===== config.mk =====
export PLATFORM = sky130hd
export DESIGN_NAME = core_seq_ctrl
export DESIGN_NICKNAME = d
export VERILOG_FILES = /design/src/rtl/core_seq_ctrl.sv
export SDC_FILE = /design/constraint.sdc
export NUM_CORES = 1
export LEC_CHECK = 0
export CORE_UTILIZATION = 55
export CTS_CLUSTER_DIAMETER = 30
export DETAILED_ROUTE_END_ITERATION = 10
export DONT_BUFFER_PORTS = 1
export PLACE_DENSITY_LB_ADDON = 0.08
export SLEW_MARGIN = 10
export SYNTH_ARGS = -nofsm -noshare
export SYNTH_HDL_FRONTEND = slang
export SYNTH_SLANG_ARGS = --single-unit

===== constraint.sdc =====
create_clock -name clk -period 3.5 [get_ports clk]
set_clock_uncertainty 0.2 [all_clocks]
set_input_delay 0.35 -clock clk [delete_from_list [all_inputs] [get_ports clk]]
set_output_delay 0.35 -clock clk [all_outputs]
set_load 0.05 [all_outputs]

===== src/rtl/core_seq_ctrl.sv =====
// Multi-cycle FETCH -> EXEC -> [MEM] -> WB sequencer for the RV32 core.
// Optional performance counters are built only when CORE_SEQ_PERF_CNT_EN is defined.
module core_seq_ctrl #(
  parameter int XLEN    = 32,
  parameter int TIMEOUT = 255,
  parameter int CNT_W   = 32
) (
  input  logic             clk,
  input  logic             rst,
  input  logic             start,
  input  logic [XLEN-1:0]  inst,
  output logic             ifu_req,
  input  logic             ifu_ready,
  output logic [XLEN-1:0]  ir,
  output logic             lsu_req,
  output logic             lsu_wen,
  input  logic             lsu_ready,
  output logic             reg_wen,
  output logic             pc_wen,
  output logic [2:0]       state,
  output logic             halt,
  output logic             illegal,
  output logic             bus_err,
  output logic [CNT_W-1:0] cycle_cnt,
  output logic [CNT_W-1:0] instret_cnt
);

  localparam int WAIT_W = $clog2(TIMEOUT + 1);

  typedef enum logic [2:0] {
    S_IDLE  = 3'd0,
    S_FETCH = 3'd1,
    S_EXEC  = 3'd2,
    S_MEM   = 3'd3,
    S_WB    = 3'd4,
    S_HALT  = 3'd5,
    S_ERR   = 3'd6
  } state_t;

  state_t            state_q, state_nxt;
  logic [WAIT_W-1:0] wait_cnt;
  logic              halt_q, illegal_q, bus_err_q;
  logic              ir_ld, set_halt, set_ill, set_err, waiting;

  logic [6:0] opcode;
  logic       is_ebreak, is_load, is_store, is_branch, is_alu, timed_out;

  assign opcode    = ir[6:0];
  assign is_ebreak = (ir == XLEN'(32'h0010_0073));
  assign is_load   = (opcode == 7'b0000011);
  assign is_store  = (opcode == 7'b0100011);
  assign is_branch = (opcode == 7'b1100011);
  assign is_alu    = opcode inside {7'b0110111, 7'b0010111, 7'b1101111, 7'b1100111,
                                    7'b1100011, 7'b0010011, 7'b0110011};
  // Ready on the final allowed wait cycle still completes the handshake.
  assign timed_out = (wait_cnt == WAIT_W'(TIMEOUT - 1));

  always_comb begin
    state_nxt = state_q;
    ir_ld     = 1'b0;
    set_halt  = 1'b0;
    set_ill   = 1'b0;
    set_err   = 1'b0;
    waiting   = 1'b0;
    case (state_q)
      S_IDLE: if (start) state_nxt = S_FETCH;
      S_FETCH: begin
        if (ifu_ready) begin
          state_nxt = S_EXEC;
          ir_ld     = 1'b1;
        end else if (timed_out) begin
          state_nxt = S_ERR;
          set_err   = 1'b1;
        end else begin
          waiting = 1'b1;
        end
      end
      S_EXEC: begin
        if (is_ebreak) begin
          state_nxt = S_HALT;
          set_halt  = 1'b1;
        end else if (is_load || is_store) begin
          state_nxt = S_MEM;
        end else if (is_alu) begin
          state_nxt = S_WB;
        end else begin
          state_nxt = S_HALT;
          set_halt  = 1'b1;
          set_ill   = 1'b1;
        end
      end
      S_MEM: begin
        if (lsu_ready) begin
          state_nxt = S_WB;
        end else if (timed_out) begin
          state_nxt = S_ERR;
          set_err   = 1'b1;
        end else begin
          waiting = 1'b1;
        end
      end
      S_WB:   state_nxt = S_FETCH;
      S_HALT: state_nxt = S_HALT;
      S_ERR:  state_nxt = S_ERR;
      default: begin
        state_nxt = S_ERR;
        set_err   = 1'b1;
      end
    endcase
  end

  always_ff @(posedge clk or negedge rst) begin
    if (!rst) begin
      state_q   <= S_IDLE;
      ir        <= '0;
      wait_cnt  <= '0;
      halt_q    <= 1'b0;
      illegal_q <= 1'b0;
      bus_err_q <= 1'b0;
    end else begin
      state_q <= state_nxt;
      if (ir_ld) ir <= inst;
      // Any state change clears the wait counter, so it starts fresh on FETCH/MEM entry.
      if (state_nxt != state_q) wait_cnt <= '0;
      else if (waiting)         wait_cnt <= wait_cnt + WAIT_W'(1);
      if (set_halt) halt_q    <= 1'b1;
      if (set_ill)  illegal_q <= 1'b1;
      if (set_err)  bus_err_q <= 1'b1;
    end
  end

  assign state   = state_q;
  assign ifu_req = (state_q == S_FETCH);
  assign lsu_req = (state_q == S_MEM);
  assign lsu_wen = (state_q == S_MEM) && is_store;
  assign pc_wen  = (state_q == S_WB);
  assign reg_wen = (state_q == S_WB) && !is_store && !is_branch && (ir[11:7] != 5'd0);
  assign halt    = halt_q;
  assign illegal = illegal_q;
  assign bus_err = bus_err_q;

`ifdef CORE_SEQ_PERF_CNT_EN
  logic [CNT_W-1:0] cyc_q, ret_q;
  logic             active;

  assign active = (state_q == S_FETCH) || (state_q == S_EXEC) ||
                  (state_q == S_MEM)   || (state_q == S_WB);

  always_ff @(posedge clk or negedge rst) begin
    if (!rst) begin
      cyc_q <= '0;
      ret_q <= '0;
    end else begin
      if (active)            cyc_q <= cyc_q + CNT_W'(1);
      if (state_q == S_WB)   ret_q <= ret_q + CNT_W'(1);
    end
  end

  assign cycle_cnt   = cyc_q;
  assign instret_cnt = ret_q;
`else
  assign cycle_cnt   = '0;
  assign instret_cnt = '0;
`endif

endmodule


# [Word-level counts from Yosys, hierarchy flattened]
# Index checks and enable logic that the tools add are counted.
[classes] eq_ne=18 n_addsub=1 reduce_logical=12 mux=26
[ops] operator="$eq A32 B21 Y1 const B" n=1
[ops] operator="$eq A7 B6 Y1 const B" n=3
[ops] operator="$eq A7 B7 Y1 const B" n=3
[ops] operator="$mux W3" n=6
[ops] operator="$pmux W3 S6" n=1
[ops] operator="$mux W8" n=2
[ops] operator="$mux W1" n=15
[ops] operator="$eq A7 B5 Y1 const B" n=2
[ops] operator="$eq A3 B3 Y1 const B" n=3
[ops] operator="$add A8 B1 Y8 const B" n=1
[ops] operator="$eq A8 B8 Y1 const B" n=1
[ops] operator="$eq A7 B2 Y1 const B" n=1
[ops] operator="$reduce_bool A7 Y1" n=1
[ops] operator="$eq A3 B2 Y1 const B" n=2
[ops] operator="$reduce_bool A5 Y1" n=1
[ops] operator="$reduce_or A5 Y1" n=1
[ops] operator="$logic_and A1 B1 Y1" n=4
[ops] operator="$eq A3 B1 Y1 const B" n=1
[ops] operator="$logic_not A3 Y1" n=1
[ops] operator="$ne A3 B3 Y1" n=1
[ops] operator="$pmux W1 S3" n=1
[ops] operator="$logic_not A1 Y1" n=2
[ops] operator="$pmux W1 S2" n=1
[ops] operator="$reduce_bool A2 Y1" n=1
[ops] operator="$logic_or A1 B1 Y1" n=1
[totals] wordCells=63 out_inout_bits=107 ff_bits=46 inputBits=37

# [Depth between registers and ports, before layout]
# Gate-level depths: netlist of the first run.
[logic_depth] depth_word=8 mapped_depth=7

# [Worst setup path after synthesis of the first run]
# Ideal clock, no wire load.
[synth_path] path_kind="register to output" startpoint="reg state_q[0], in the netlist state[0]" endpoint="out lsu_wen" path_stages_with_launch=4 path_slack_ns=0.358 t_arrival_ns=2.592 n_path_buf=1 path_cell_list="dfrtp_1 > nand2b_2 > buf_4 > nor4_1"
[synth_via] elab_chain_cells=2
[synth_lines] item="start, declared" line="40" source="state_t state_q, state_nxt;"
[synth_lines] item="start signal, assigned" line="121" source="state_q <= state_nxt;"
[synth_lines] item="$eq A3 B2 Y1" line="135" source="assign lsu_wen = (state_q == S_MEM) && is_store;"
[synth_lines] item="$logic_and A1 B1 Y1" line="135"
[synth_lines] item="end, declared" line="16" source="output logic lsu_wen,"
# Every way passes these cells.

# [Worst setup path after layout of the first run]
[layout_path] startpoint="reg state_q[0], in the netlist state[0]" endpoint="out reg_wen"
[layout_via] elab_chain_cells=4
[layout_lines] item="$eq A3 B3 Y1"
[layout_lines] item="net pc_wen" line="19" source="output logic pc_wen,"
[layout_lines] item="$logic_and A1 B1 Y1 (3 in a row)" line="137" source="assign reg_wen = (state_q == S_WB) && !is_store && !is_branch && (ir[11:7] != 5'd0);"
[layout_lines] item="end, declared" line="18" source="output logic reg_wen,"
# The timed path passes the listed nets, and every way through them passes these cells.

==> impl_metrics.yaml, run 1 <==
synth:
  synth_simple_gate_area_frac: 0.1256
  yosys.area.top_type: "dfrtp_1"
  synth_adder_area_share: 0.009302
  synth_seq_cells: 46
  synth_top_family_by_area: "buffers and inverters"
  synthArstFlopShare: 1.000
  synth_xor_xnor_area_share: 0.01953
  synth_compound_area_frac: 0.08000
  yosys_warnings: 0
  synth_edf_count: 0
  syn_avg_cell_area_sq_um: 10.80
  synth_area_leaders: "dfrtp_1 (43%), buf_4 (18%), mux2_2 (13%)"
  syn_area_sq_mm: 0.002690
  synth_top_area_frac: 0.4279
  yosysSeqAreaShare: 0.4279
  synthMuxAreaShare: 0.1395
  ys_types: 44
  synth_flop_cell: "dfrtp_1"
  synthCells: 249
clock_tree:
  root_buffer: "clkbuf_8"
  cts_inserted_buffers: 5
  post_cts_resized: 0
  clock-sinks: 46
  post-cts-setup-buffers: 0
  clk_pin_slew_ns: 0.08
  cts_buffer_depth: 2
  h-tree-depth: 2
  clk_latency_ns: 0.29
  holdBufCountCts: 23
  cts_tree: "yes"
critical_path:
  cp.required_ns: 2.95
  rr_endpoint: "wait_cnt[1]$_DFFE_PN0P_"
  cp_slowest_cell: "dfrtp_1"
  critical_path.max_fanout: 9
  rrSetupSlack_ns: 0.98
  cp_num_buf_inv: 1
  rr_startpoint: "state[0]$_DFF_PN0_"
  end_kind: "primary output"
  worstSetupPathType: "reg -> out"
  cp-start-kind: "register"
  crit_chain: "inv_1 > and3_1 > and3b_1"
  ff2ff_path_depth: 5
  crit_family: "simple AND/OR/NAND/NOR gates"
  cpPeakStageDelay_ns: 0.64
  arrival_ns: 2.41
finish:
  drive_gt1_frac: 0.1972
  nets: 322
  final_area_sq_mm: 0.002950
  layout_commonest_cell: "conb_1"
  fillCellCount: 398
  multiInputGateArea_sq_mm: 0.001259
  regArea_sq_mm: 0.001151
  area_delta_synth_final_pct: 9.674
  layout_common_cells: "conb_1 (64), dfrtp_1 (46), mux2_2 (30)"
  final_core_util: 0.6246
  antennaDiodeCount: 0
grt:
  grtUsageMet1: 0.2565
  grt_use_total: 0.2150
  grt.overflow.total: 0
  grt_antenna_before_repair: 0
  grt_max_degree: 47
  grt_use_met2: 0.3637
  top_usage_layer: "met2"
  gr-usage-met3: 0.08194
  grt_pass1_wl_mm: 8.335
  grt_pass1_vias: 1674
die:
  dieWidth_microns: 71.94
  fp.coreArea_sq_mm: 0.004723
  rows: 25
  io_pins: 144
  die_area_sq_mm: 0.005175
  start_util: 0.5695
  die_h_microns: 71.94
routing:
  drc: 0
  firstDrtPassIters: 4
  wire_per_inst_microns: 14.78
  via_count: 1779
  drt_iter0_drc: 132
  finalWirelength_mm: 5.188
  viasPerCell: 5.068
  postRouteAntennaNets: 0
outcome:
  status: "finished, final reports clean"
sta:
  maxSlewViolCount: 0
  rsz0062_at_grt: "false"
  fin_crit_ns: 2.959
  fin_tns_setup_ns: 0
  fmax_mhz: 337.9
  worstMarginPinSlew_ns: 0.6645
  setup_viol: 0
  slew_headroom: 0.5570
  finalHoldViolations: 0
  finalCritPeriodShare: 0.8455
placed_design:
  placed_cell_area_sq_mm: 0.002557
  io_buffer_count: 0
  dpl.hpwl_mm: 3.499
  gp_congestion: 0.8100
power_and_ir_drop:
  p_comb_frac: 0.183
  seq_power_share: 0.534
  p_sw_frac: 0.3701
  vdd_drop_max_uv: 313.3
  total_leakage_power_nw: 1.391
  internal_power_mw: 0.7550
  power_switching_mw: 0.4436
  power_density_mw_per_mm2: 406.3
  p_clk_frac: 0.283
  p_total_mw: 1.199
min_path:
  worstHoldPathCells: 1
  hold_path_class: "in -> reg"
  whs_endpoint: "ir[5]$_DFFE_PN0P_"
  worstHoldStart: "inst[5]"
flow_run:
  drv_cap: 0
sequential cells by signal (all words and copies together), names as in the netlist:
name and cells:
state 3, halt 1, bus_err 1, ir 32
wait_cnt 8, illegal 1
power by group through the flow:
stage                     registers, mW  logic, mW  clock network [mW]
after floorplan                   0.644      0.232                   0
after global placement            0.651      0.179                   0
after detailed placement          0.651      0.180                   0
after CTS                         0.640      0.213               0.346
after global routing              0.644      0.233               0.371
final                             0.640      0.219               0.340
cells by family (layout without fill, tap and decap cells):
kind of cell / count (synthesis) / in the layout
multiplexers: 33 / 33
AND/OR/NAND/NOR: 59 / 59
adder cells (fa/ha/maj): 2 / 2
buffers and inverters: 75 / 47
flip-flops: 46 / 46
XOR/XNOR: 6 / 6
AO/OA/AOI/OAI: 27 / 27
other: 1 / 64
layer usage:
metal / vias to the layer above / wire (microns)
met3: 5 / 441
met5: - / 0
met1: 854 / 2087
met4: 0 / 59
met2: 104 / 2599
li1: 816 / -
cell usage after synthesis, types with 2 or more instances:
| cell | n |
|---|---|
| dfrtp_1 | 46 |
| nand2_1 | 5 |
| nor4_1 | 6 |
| clkbuf_1 | 2 |
| inv_1 | 5 |
| ha_1 | 2 |
| o21ai_0 | 3 |
| mux2_1 | 2 |
| buf_2 | 3 |
| nand3_1 | 6 |
| mux2_2 | 30 |
| o22ai_1 | 4 |
| nor3_1 | 3 |
| and3_1 | 3 |
| xor2_1 | 5 |
| a31oi_1 | 4 |
| a21oi_1 | 7 |
| nand4_1 | 5 |
| buf_4 | 65 |
| and4bb_2 | 2 |
| nor2_1 | 18 |
cell type report:
cell class / count / area share
Clock buffer: 7 / 0.02926
Sequential cell: 46 / 0.3902
Inverter: 5 / 0.006361
Timing Repair Buffer: 34 / 0.1162
Clock inverter: 1 / 0.002969
Multi-Input combinational cell: 191 / 0.4266
Tap cell: 67 / 0.02841
worst max-delay path by stage:
stage	from	endpoint	slack (ns)	cells past startpoint
2_1_floorplan	state[0]$_DFF_PN0_	lsu_wen	0.36	3
3_3_place_gp	state[0]$_DFF_PN0_	reg_wen	0.90	3
3_5_place_dp	state[0]$_DFF_PN0_	reg_wen	0.89	3
4_1_cts	state[0]$_DFF_PN0_	reg_wen	0.55	3
5_1_grt	state[0]$_DFF_PN0_	reg_wen	0.46	3
6_report	state[0]$_DFF_PN0_	reg_wen	0.54	3
per-stage QoR:
stage          hold slack [ns]  setup WS, ns  cells
6_report              0.007401        0.5406    351
2_1_floorplan          -0.1456        0.3580    312
4_1_cts             0.00007855        0.5528    346
3_5_place_dp           -0.1449        0.8862    315
3_3_place_gp           -0.1448        0.8977    315
5_1_grt               0.001120        0.4562    351
No activity file was read; power rests on OpenSTA's default activity.
==> run 2, diff against run 1 <==
- clock period: 3.5 -> 2.8 ns (I/O delays scaled with it)
==> run 2 against run 1 <==
Effect of this change:
- clock-buffer cell count is 1 lower
- total power is 31% higher
- first-iteration DRC count is 24% lower
- clock power is 44% higher
- critical endpoint unchanged
- largest power group unchanged
==> impl_metrics.yaml, run 2 (synthesis results as in run 1) <==
power_and_ir_drop:
  power_density_mw_per_mm2: 507.3
  vdd_drop_max_uv: 358.5
  total_leakage_power_nw: 1.460
critical_path:
  arrival_ns: 2.01
  worstSetupPathType: "reg -> out"
  cp_slowest_cell: "or4_1"
  cp-start-kind: "register"
  cp.required_ns: 2.32
  critical_path.max_fanout: 3
  end_kind: "primary output"
  crit_chain: "or4_1 > nor2_1 > and3b_1 > buf_4"
  cpPeakStageDelay_ns: 0.58
sta:
  worstMarginPinSlew_ns: 1.009
  fin_crit_ns: 2.494
  fin_tns_setup_ns: 0
  setup_viol: 0
  slew_headroom: 0.3248
  finalCritPeriodShare: 0.8908
  rsz0062_at_grt: "false"
  maxSlewViolCount: 0
  fmax_mhz: 400.9
  finalHoldViolations: 0
finish:
  antennaDiodeCount: 0
  layout_common_cells: "conb_1 (64), dfrtp_1 (46), dlygate4sd3_1 (36)"
  regArea_sq_mm: 0.001151
  area_delta_synth_final_pct: 15.26
  layout_commonest_cell: "conb_1"
  drive_gt1_frac: 0.2074
  largest_register_ffs: 32
  regMostFlops: "ir"
  nets: 337
  fillCellCount: 360
  stdcell_count: 366
  final_core_util: 0.6564
  multiInputGateArea_sq_mm: 0.001259
clock_tree:
  clock-sinks: 46
  post-cts-setup-buffers: 0
  h-tree-depth: 2
  clk_latency_ns: 0.30
  root_buffer: "clkbuf_8"
  clk_pin_slew_ns: 0.09
  cts_buffer_depth: 2
  post_cts_resized: 0
  holdBufCountCts: 37
  cts_tree: "yes"
  cts_inserted_buffers: 5
grt:
  grt_pass1_vias: 1711
  grt_pass1_wl_mm: 8.273
  grt_antenna_before_repair: 0
  grt.overflow.total: 0
  grt_max_degree: 47
  grt_use_total: 0.2092
die:
  dieWidth_microns: 71.94
  start_util: 0.5695
  die_h_microns: 71.94
  fp.coreArea_sq_mm: 0.004723
  io_pins: 144
  die_area_sq_mm: 0.005175
  rows: 25
routing:
  finalWirelength_mm: 5.062
  drc: 0
  viasPerCell: 4.896
  wire_per_inst_microns: 13.83
  postRouteAntennaNets: 0
  via_count: 1792
  drt_iter0_drc: 100
  firstDrtPassIters: 4
placed_design:
  place_inst: 321
  io_buffer_count: 0
  dpl.hpwl_mm: 3.470
  gp_congestion: 0.8051
outcome:
  status: "finished, final reports clean"
flow_run:
  drv_cap: 0
min_path:
  hold_path_class: "in -> reg"
-- run 2: changes by cell type in the layout (fill, tap and decap cells not counted), sizes merged --
cell / before / now
clkbuf: 7 / 6
dlygate4sd3: 27 / 36
bufinv: 0 / 1
inv: 6 / 5
buf: 7 / 13
clkinvlp: 0 / 1
-- run 2: cell type report --
| class | count | area share |
|---|---|---|
| clock inverter | 2 | 0.01211 |
| inverter | 5 | 0.006053 |
| sequential | 46 | 0.3713 |
| tap | 67 | 0.02704 |
| timing repair buffer | 49 | 0.1542 |
| multi-input combinational | 191 | 0.4060 |
| clock buffer | 6 | 0.02341 |
-- run 2: critical path: cells and delay by family, from the launching register on --
family        cells  cell delay (ns)
simple gates      3             0.96
flops             1             0.57
buf+inv           1             0.18
-- run 2: path summary, 6_finish.rpt --
kind                                                 to               startpoint  slack [ns]  cells after the start
worst max-delay path                            reg_wen        ir[9]$_DFFE_PN0P_        0.31                      4
worst min-delay path                bus_err$_DFFE_PN0P_                lsu_ready        0.06                      3
worst max register to register  wait_cnt[6]$_DFFE_PN0P_        ir[3]$_DFFE_PN0P_        0.46                      5
worst min register to register  wait_cnt[5]$_DFFE_PN0P_  wait_cnt[5]$_DFFE_PN0P_        0.41                      3
max in group asynchronous             ir[1]$_DFFE_PN0P_                      rst        1.91                      2
min in group asynchronous            state[2]$_DFF_PN0_                      rst        0.27                      2
-- run 2: per-layer routing --
layer  track usage  wire length [microns]
met5             0                      0
met4       0.05882                     59
met3       0.06944                    421
met2        0.3480                   2492
met1        0.2630                   2090
-- run 2: through the flow --
stage	hold slack (ns)	worst slack, ns	total power [mW]	cell area (sq um)
3_5_place_dp	-0.2149	0.4664	1.041	2603
3_3_place_gp	-0.2147	0.5373	1.040	2603
6_report	0.05636	0.3058	1.573	3100
5_1_grt	0.1035	0.2266	1.631	3100
4_1_cts	0.03923	0.2871	1.584	3100
2_1_floorplan	-0.2156	0.3022	1.095	2933
-- run 2: where the power goes --
group          switching [mW]  internal (mW)
Combinational           0.231         0.0636
Sequential              0.104          0.686
Clock                   0.222          0.266
==> run 3, diff against run 2 <==
- ABC_AREA: unset -> 1
- RECOVER_POWER: unset -> 25
==> run 3 against run 2 <==
Effect of this change:
- die area grew 6.2%
- synthesized cell count up 16%
- non-clock buffer count up 4
- clock-buffer cell count did not move
- total power is 17% lower
- global-route usage is essentially flat
- critical path depth is 1 lower
- wire length up 8.9%
- first-iteration DRC count is 20% lower
- sequential share of layout area decreased by 1.7 points
- maximum frequency hardly changed
- critical endpoint is now lsu_wen
- largest cell class unchanged
==> impl_metrics.yaml, run 3 <==
outcome:
  status: "finished, final reports clean"
grt:
  grt_pass1_vias: 1816
  grt_max_degree: 47
  grt_use_met2: 0.3424
  gr-usage-met3: 0.06640
  grt_use_total: 0.2087
  top_usage_layer: "met2"
  grtUsageMet1: 0.2470
  grt.overflow.total: 0
  grt_antenna_before_repair: 0
  grt_pass1_wl_mm: 8.390
critical_path:
  worstSetupPathType: "reg -> out"
  cp.required_ns: 2.32
  end_kind: "primary output"
  cp_slowest_cell: "nor4_1"
  cpPeakStageDelay_ns: 0.67
  critical_path.max_fanout: 7
  cp_num_buf_inv: 1
  crit_family: "simple AND/OR/NAND/NOR gates"
  crit_chain: "nor4_1 > and2_1 > buf_4"
  arrival_ns: 2.02
  cp-start-kind: "register"
die:
  die_area_sq_mm: 0.005495
  start_util: 0.5902
  io_pins: 144
  dieWidth_microns: 74.13
  fp.coreArea_sq_mm: 0.004848
  die_h_microns: 74.13
  rows: 25
synth:
  synthMuxAreaShare: 0.1233
  synth_simple_gate_area_frac: 0.1841
  synthArstFlopShare: 1.000
  synth_flop_cell: "dfrtp_1"
  yosys_warnings: 0
  synth_top_area_frac: 0.4023
  syn_area_sq_mm: 0.002861
  synth_edf_count: 0
  synth_seq_cells: 46
  yosysSeqAreaShare: 0.4023
  synthCells: 290
  yosys-top-cells-count: "buf_4 (64), dfrtp_1 (46), nand2_1 (32)"
  synth_xor_xnor_area_share: 0.01836
  synth_top_family_by_area: "buffers and inverters"
  synth_compound_area_frac: 0.03760
  syn_avg_cell_area_sq_um: 9.867
  yosys.area.top_type: "dfrtp_1"
  synth_area_leaders: "dfrtp_1 (40%), buf_4 (17%), mux2_4 (10%)"
  synth_most_common_cell: "buf_4"
  ys_types: 32
  synth_adder_area_share: 0.008745
finish:
  nets: 382
  drive_gt1_frac: 0.2267
  largest_register_ffs: 32
  final_core_util: 0.6707
  regMostFlops: "ir"
  antennaDiodeCount: 0
  area_delta_synth_final_pct: 13.64
  layout_common_cells: "conb_1 (64), dfrtp_1 (46), dlygate4sd3_1 (35)"
  layout_commonest_cell: "conb_1"
  final_area_sq_mm: 0.003252
sta:
  finalHoldViolations: 0
  maxSlewViolCount: 0
  setup_slack_ns: 0.3038
  finalCritPeriodShare: 0.8915
  fin_tns_setup_ns: 0
  worstMarginPinSlew_ns: 1.131
  fin_crit_ns: 2.496
  fmax_mhz: 400.6
  timing.hold.ws_ns: 0.01255
  rsz0062_at_grt: "false"
  slew_headroom: 0.2460
  setup_viol: 0
clock_tree:
  clock-sinks: 46
  cts_buffer_depth: 2
  clk_latency_ns: 0.30
  clk_pin_slew_ns: 0.09
  cts_tree: "yes"
  cts_inserted_buffers: 5
  h-tree-depth: 2
  root_buffer: "clkbuf_8"
placed_design:
  pre_cts_ws_ns: 0.6272
  placed_cell_area_sq_mm: 0.002810
  dpl.hpwl_mm: 3.733
  io_buffer_count: 0
  gp_congestion: 0.8462
routing:
  postRouteAntennaNets: 0
  viasPerCell: 4.655
  via_count: 1913
  drt_iter0_drc: 80
  drc: 0
  firstDrtPassIters: 4
  wire_per_inst_microns: 13.41
  finalWirelength_mm: 5.511
power_and_ir_drop:
  vdd_drop_max_uv: 304.3
  power_density_mw_per_mm2: 403.1
  total_leakage_power_nw: 1.711
min_path:
  hold_path_class: "in -> reg"
flow_run:
  drv_cap: 0
run 3: changes by cell type in the layout (fill, tap and decap cells not counted), moves of 5 or more:
| cell | before | now |
|---|---|---|
| nor2_2 | 0 | 10 |
| inv_1 | 5 | 20 |
| nand2_4 | 0 | 6 |
| mux2_2 | 30 | 0 |
| mux2_4 | 1 | 19 |
| nand2_1 | 5 | 32 |
| inv_2 | 0 | 5 |
run 3: logic make-up after synthesis:
group                      count (synthesis)
buffers and inverters                     95
AOI/OAI and AO/OA                         18
adders and majority gates                  2
DFF                                       46
xor gates and xnor gates                   6
and+or+nand+nor                           97
other                                      1
muxes                                     25
run 3: final timing paths:
check / start / to / slack, ns / cells past startpoint
worst max-delay path: ir[6]$_DFFE_PN0P_ / lsu_wen / 0.30 / 3
worst min-delay path: lsu_ready / bus_err$_DFFE_PN0P_ / 0.01 / 3
worst max register to register: state[1]$_DFF_PN0_ / ir[9]$_DFFE_PN0P_ / 0.71 / 6
worst min register to register: ir[5]$_DFFE_PN0P_ / ir[5]$_DFFE_PN0P_ / 0.35 / 2
max in group asynchronous: rst / ir[13]$_DFFE_PN0P_ / 1.17 / 2
min in group asynchronous: rst / ir[23]$_DFFE_PN0P_ / 0.54 / 2
run 3: worst reg2reg max path, cell delays in order, from the launching register on:
cell	delay, ns
dfrtp_1	0.39
nor2_2	0.14
nand2_1	0.09
inv_2	0.23
nand2_2	0.31
buf_12	0.28
mux2_1	0.33
run 3: area by class of cell:
class	instances	area, sq um
tap	67	83.83
sequential	46	1151
clock buffer	6	72.57
clock inverter	2	13.76
fill	389	1597
inverter	25	93.84
timing repair buffer	53	508.0
multi-input combinational	212	1329
run 3: metal layers:
layer / wire length, microns / vias to the layer above
met3: 443 / 13
met5: 0 / -
li1: - / 902
met4: 143 / 0
met1: 2236 / 897
met2: 2688 / 101
run 3: repair_timing:
action,4_1_cts,5_1_grt
gates resized for setup,0,0
setup endpoints to repair,0,0
hold buffers,36,0
endpoints found under the hold margin,80,0
setup buffers,0,0
run 3: where the power goes:
part           total (mW)  internal [mW]  leakage, nW  switching, mW
registers           0.664          0.664        0.596              0
clock network       0.405          0.176       0.0452          0.228
logic               0.243         0.0339         1.07          0.209
total                1.31          0.874         1.71          0.437
run 3: per-stage QoR:
| stage | total power [mW] | cells |
|---|---|---|
| 3_5_place_dp | 0.8642 | 367 |
| 5_1_grt | 1.369 | 411 |
| 6_report | 1.311 | 411 |
| 4_1_cts | 1.325 | 411 |
| 3_3_place_gp | 0.8642 | 367 |
| 2_1_floorplan | 0.9348 | 353 |
